[src/rtl/mem_access_unit.sv]
// mem_access_unit: load/store front end with sub-word read-modify-write and load extension
module mem_access_unit #(
  parameter int READ_LAT = 1
) (
  input  logic        inclk,
  input  logic        reset,
  input  logic        req_valid,
  output logic        req_ready,
  input  logic        req_write,
  input  logic [1:0]  req_size,
  input  logic        req_unsigned,
  input  logic [31:0] req_addr,
  input  logic [31:0] req_wdata,
  output logic        resp_valid,
  output logic [31:0] resp_rdata,
  output logic        resp_err,
  output logic [31:0] mem_addr,
  output logic [31:0] mem_datain,
  output logic        mem_we,
  input  logic [31:0] mem_dataout
);
  if (READ_LAT < 1 || READ_LAT > 7) begin : g_lat_chk
    $error("mem_access_unit: READ_LAT must be in 1..7");
  end
  typedef enum logic [1:0] {IDLE, RD_WAIT, WRITE, RESP} state_t;
  state_t state, nxt;
  logic [2:0] cnt;
  logic l_write, l_uns;
  logic [1:0] l_size, l_off;
  logic [31:0] l_wdata;
  logic mis, done, acc;
  logic [4:0] sh;
  logic [15:0] lane;
  logic [31:0] ext, mask, merged;
  assign acc = state == IDLE && req_valid;
  assign mis = (req_size == 2'b01 && req_addr[0]) || (req_size[1] && req_addr[1:0] != 2'b00);
  assign done = state == RD_WAIT && cnt == 3'd1;
  assign sh = {l_off, 3'b000};
  assign lane = 16'(mem_dataout >> sh);
  assign req_ready = state == IDLE && !reset;
  assign resp_valid = state == RESP;
  assign mem_we = state == WRITE;
  always_comb begin
    mask = l_size == 2'b00 ? 32'h0000_00ff : 32'h0000_ffff;
    ext = l_size == 2'b00 ? {{24{~l_uns & lane[7]}}, lane[7:0]} :
          l_size == 2'b01 ? {{16{~l_uns & lane[15]}}, lane} : mem_dataout;
    merged = (mem_dataout & ~(mask << sh)) | ((l_wdata & mask) << sh);
  end
  always_comb begin
    nxt = state;
    case (state)
      IDLE:    nxt = !req_valid ? IDLE : mis ? RESP : (req_write && req_size[1]) ? WRITE : RD_WAIT;
      RD_WAIT: nxt = !done ? RD_WAIT : l_write ? WRITE : RESP;
      WRITE:   nxt = RESP;
      default: nxt = IDLE;
    endcase
  end
  always_ff @(posedge inclk or posedge reset)
    if (reset) state <= IDLE;
    else state <= nxt;
  always_ff @(posedge inclk or posedge reset) begin
    if (reset) begin
      cnt <= '0;
      l_write <= 1'b0;
      l_uns <= 1'b0;
      l_size <= '0;
      l_off <= '0;
      l_wdata <= '0;
      mem_addr <= '0;
      mem_datain <= '0;
      resp_rdata <= '0;
      resp_err <= 1'b0;
    end else begin
      if (acc) begin
        l_write <= req_write;
        l_uns <= req_unsigned;
        l_size <= req_size;
        l_off <= req_addr[1:0];
        l_wdata <= req_wdata;
        mem_addr <= {2'b00, req_addr[31:2]};
        mem_datain <= req_wdata;
        cnt <= 3'(READ_LAT);
        if (mis) begin
          resp_rdata <= '0;
          resp_err <= 1'b1;
        end
      end
      if (state == RD_WAIT) begin
        cnt <= cnt - 3'd1;
        if (done && l_write) mem_datain <= merged;
        if (done && !l_write) begin
          resp_rdata <= ext;
          resp_err <= 1'b0;
        end
      end
      if (state == WRITE) begin
        resp_rdata <= '0;
        resp_err <= 1'b0;
      end
    end
  end
endmodule

[config.mk]
export PLATFORM = sky130hd
export DESIGN_NAME = mem_access_unit
export DESIGN_NICKNAME = d
export VERILOG_FILES = /design/src/rtl/mem_access_unit.sv
export SDC_FILE = /design/constraint.sdc
export NUM_CORES = 1
export LEC_CHECK = 0
export ABC_AREA = 1
export ABC_CLOCK_PERIOD_IN_PS = 5700
export BUFFER_PORTS_ARGS = -buffer_cell sky130_fd_sc_hd__buf_4
export CORE_MARGIN = 5
export CORE_UTILIZATION = 40
export CTS_CLUSTER_DIAMETER = 120
export CTS_CLUSTER_SIZE = 28
export DETAILED_ROUTE_END_ITERATION = 6
export GPL_ROUTABILITY_DRIVEN = 0
export MAX_ROUTING_LAYER = met4
export PLACE_DENSITY = 0.78
export SETUP_SLACK_MARGIN = 0.05
export SYNTH_ARGS = -nofsm -noshare
export SYNTH_HDL_FRONTEND = slang
export SYNTH_SLANG_ARGS = --single-unit
[constraint.sdc]
create_clock -name inclk -period 5.7 [get_ports inclk]
set_input_delay 1.14 -clock inclk [delete_from_list [all_inputs] [get_ports inclk]]
set_output_delay 1.14 -clock inclk [all_outputs]
set_load 0.02 [all_outputs]
After elaboration in Yosys (flattened, before gate mapping). Index checks and enable logic that the tools add are counted.

Bitwise gates (word level): 7. Eq/ne operators: 6. Shifts and indexed selects: 3. Multiplexer cells: 24. Add/sub/neg operators: 1. Reduce and logical (&&, ||, !) cells: 15.

Operator list (number): $mux W32 (10); $and A32 B16 Y32 (1); $and A32 B32 Y32 (1); $not A32 Y32 (1); $or A32 B32 Y32 (1); $shl A16 B5 Y32 (1); $shl A32 B5 Y32 (1); $shr A32 B5 Y16 (1); $mux W16 (1); $logic_and A1 B1 Y1 (8); $mux W2 (4); $eq A2 B1 Y1 const B (3); $mux W1 (6); $mux W3 (2); $pmux W2 S3 (1); $eq A2 B2 Y1 const B (2); $logic_not A2 Y1 (2); $reduce_bool A2 Y1 (2); $eq A3 B1 Y1 const B (1); $sub A3 B1 Y3 const B (1); $and A1 B1 Y1 (2); $logic_not A1 Y1 (2); $logic_or A1 B1 Y1 (1); $not A1 Y1 (1).

Bits in registers: 138. Output and inout bits: 100.

Logic depth before layout (Yosys ltp).
Depth after elaboration: 8. Gate-level depth with buffers: 12. Gate-level depth less buffers: 11.

Worst setup path before layout. OpenSTA, ideal clock, no wires.

Path kind: input port to output port. Start: in reset. End: out req_ready. Path buffers: 0. Cell stages on the path: 1. Slack: 2.965 ns. Data arrival time: 1.595 ns. Data required time: 4.560 ns. Cell sequence: nor3_1.

Cells in the longest elaborated chain, start to end: 2.

RTL lines: start, declared (RTL line 6) `input logic reset,`; $logic_not A1 Y1 (no source line); $logic_and A1 B1 Y1 (RTL line 40) `assign req_ready = state == IDLE && !reset;`; end, declared (RTL line 8) `output logic req_ready,`.

No other way between the ends.

Worst setup path after layout.
Start: in req_valid. End: reg resp_rdata[7].

Cells in the longest elaborated chain, start to end: 5.

RTL lines: start, declared (RTL line 7) `input logic req_valid,`; $logic_and A1 B1 Y1 * (RTL line 35) `assign acc = state == IDLE && req_valid;`; $mux W32 * (RTL line 74) `if (acc) begin`; $mux W32 (RTL line 91) `if (done && !l_write) begin`; $mux W32 * (RTL line 88) `if (state == RD_WAIT) begin`; $mux W32 * (RTL line 96) `if (state == WRITE) begin`; end signal, assigned (RTL line 92) `resp_rdata <= ext;`; end, declared (RTL line 15) `output logic [31:0] resp_rdata,`.

Every way passes the cells marked *; elsewhere a longest branch is shown, timed or not. A chain may end at the register's enable or synchronous reset.

==> flow_summary.toml <==
[global_routing]
grt_pass1_wl_um = 32600
track_usage = 0.240
grt_pass1_vias = 6002
antenna_found_initial = 0
overflow = 0
grt_max_degree = 77

[final_layout]
syn_to_final_growth_pct = 34.2
fillers = 1475
drive_gt1_frac = 0.266
nets = 1069
antenna_cells = 0

[worst_setup_path]
timing.rr.start = "l_off[1]"
criticalPathCategory = "in2reg"
cp_top_family = "buffers and inverters"
cp_num_buf_inv = 3
path_max_fanout = 73
r2r_cells = 5
slowest_delay_ns = 0.58
cp.arrival_ns = 3.25
worst_r2r_endpoint = "mem_datain[26]"
required_ns = 6.03
crit_top_cell = "buf_4"
r2r_slack_ns = 3.08
start_kind = "primary input"
path_cells = "buf_4, nand3_2, buf_4, inv_2, nand2_2, nand3_1, o21ai_0"
crit_slowest_cell = "buf_4"
critPathCaptureType = "register"

[hold_path]
hp-class = "reg2reg"
whs_endpoint = "cnt[2]"
hold_depth = 1
hold_path.startpoint = "cnt[2]"

[route]
drt_iter0_drc = 565
ant_nets = 0
detail_route.wl_per_cell_um = 17.7
wl_um = 20700
avgViaCountPerCell = 5.28
drc = 0
num_vias = 6157
drtPass1Iterations = 5

[clock_tree]
cts_tree = "built"
cts.clk_slew.worst_paths_ns = 0.06
cts_num_sinks = 122
root_buffer = "clkbuf_16"
cts-resized-gates = 0
clock_latency_ns = 0.42
cts_max_path_buffers = 2
cts_setup_buffers = 0
htreeDepth = 4
cts_hold_repair.buffers = 0
cts_made_buffers = 17

[timing]
fmax_ghz = 0.343
post-route-period-util = 0.512
grt_setup_unrepaired = "no"
worst_pin_slew_ns = 0.949
whs_ns = 0.480
slew_headroom = 0.367
setup_tns_ns = 0
hold_viol_final = 0
finalCriticalPeriod_ns = 2.92
fin_ws_ns = 2.78
final-setup-viol-count = 0
final_max_slew_viol_count = 0
fin_skew_ns = 0.00796

[status]
status = "finished, final reports clean"

[yosys]
synthTopCellsByArea = "dfrtp_1 (49%), nand2_1 (14%), o21ai_0 (8.1%)"
synth_edf_count = 0
yosysUniqueCellTypes = 33
yosys_most_used_dff = "dfrtp_1"
synth_top_area_share = 0.494
ys_async_sr_fraction = 1.00
ys_seq_area_frac = 0.494
synthCells = 787
syn_area_um2 = 6180
syn_area_per_cell_um2 = 7.86
ys_warn_count = 0
ys_ff_latch = 122
yosysTopAreaCell = "dfrtp_1"

[power_and_ir_drop]
peakVddDrop_mv = 0.280
p_leak_nw = 4.26
power_w = 0.00501
p_per_area_nw_per_um2 = 604

[floorplan]
dieArea_um2 = 18000
core-area_um2 = 15200
die_width_um = 134
die_y_um = 134
io_pins = 203
initial_core_util = 0.407
std_cell_rows = 45

[placement]
preCtsSetupSlack_ns = 2.32
io_buffers = 200
dp_hpwl_um = 15100

[flow_run]
cap_violations = 0
==> cell type report <==
type	instances	area (µm²)	area share
flip-flops and latches	122	3050	0.368
clock buffers	17	425	0.0513
clock inverters	15	199	0.0240
multi-input cells	549	2590	0.312
well taps	188	235	0.0284
inverters	71	269	0.0324
repair buffers	203	1520	0.184
==> power by group <==
part           switching, W  internal, W  total (W)
Sequential         0.000278      0.00125    0.00153
Combinational       0.00149     0.000852    0.00235
Clock              0.000405     0.000730    0.00113
Total               0.00218      0.00283    0.00501
==> Yosys cell counts, drive strengths merged, types with 2 or more instances <==
master   number
nor2         67
ha            2
nand2       234
o22ai        20
a21oi        38
o211ai        7
o221ai        2
nand3        24
nand4        14
o2111ai       2
inv          70
buf          32
clkbuf       14
a32oi         3
a31oi        18
dfrtp       122
o21ai       112
==> how the worst max path moves through the flow <==
stage,startpoint,to,slack (ns),cells after the start
floorplan,reset,cnt[0],1.32,1
global placement,req_valid,resp_rdata[7],2.39,7
detailed placement,req_valid,resp_rdata[7],2.32,7
CTS,req_valid,resp_rdata[7],2.75,7
global route,req_valid,resp_rdata[2],2.48,7
finish,req_valid,resp_rdata[7],2.78,7
==> layout by cell type (no fill, tap or decap), types with 2 or more instances in the layout <==
cell type   instances
nand2_1           226
buf_4             203
dfrtp_1           122
o21ai_0           100
inv_1              62
nor2_1             61
a21oi_1            38
nand3_1            23
o22ai_1            20
a31oi_1            18
clkbuf_16          17
nand4_1            14
o21ai_1            11
inv_2               7
nand2_2             7
o211ai_1            7
nor2_4              5
clkinvlp_4          5
bufinv_16           4
a32oi_1             3
clkinv_2            3
o221ai_1            2
o2111ai_1           2
ha_1                2
conb_1              2
clkinv_4            2
==> state kept, by name, indices dropped and copies added (netlist names) <==
| signal | count |
|---|---|
| mem_datain | 32 |
| resp_rdata | 32 |
| mem_addr | 30 |
| l_wdata | 16 |
| cnt | 3 |
| l_off | 2 |
| l_size | 2 |
| state | 2 |
| l_uns | 1 |
| l_write | 1 |
| resp_err | 1 |
==> cells by family (layout without fill, tap and decap cells) <==
group                    count (synthesis)  count (layout)  synth area share
flip-flops                             122             122             0.494
other                                    1               2          0.000607
multiplexers                             1               1           0.00162
AO/OA/AOI/OAI                          203             203             0.180
adder cells (fa/ha/maj)                  2               2           0.00405
buffers and inverters                  117             306            0.0880
AND/OR/NAND/NOR                        341             341             0.232
==> stage by stage <==
step | util | area (µm²) | std cells
finish | 0.546 | 8290 | 1165
floorplan | - | 6190 | 788
CTS | 0.546 | 8290 | 1165
global route | 0.546 | 8290 | 1165
global placement | 0.505 | 7670 | 1133
detailed placement | 0.505 | 7670 | 1133
==> worst register-to-register path: cells and delay by family, from the launching register on <==
| family | cells | cell delay, ns |
|---|---|---|
| AOI/OAI and AO/OA | 4 | 1.16 |
| DFF | 1 | 0.84 |
| buffers and inverters | 1 | 0.46 |
==> per-layer routing <==
| layer | GRT usage | wire length (µm) |
|---|---|---|
| met1 | 0.318 | 8890 |
| met2 | 0.341 | 8910 |
| met3 | 0.0750 | 2270 |
| met4 | 0.100 | 614 |
| met5 | - | 0 |
No activity file was read; power rests on OpenSTA's default activity.
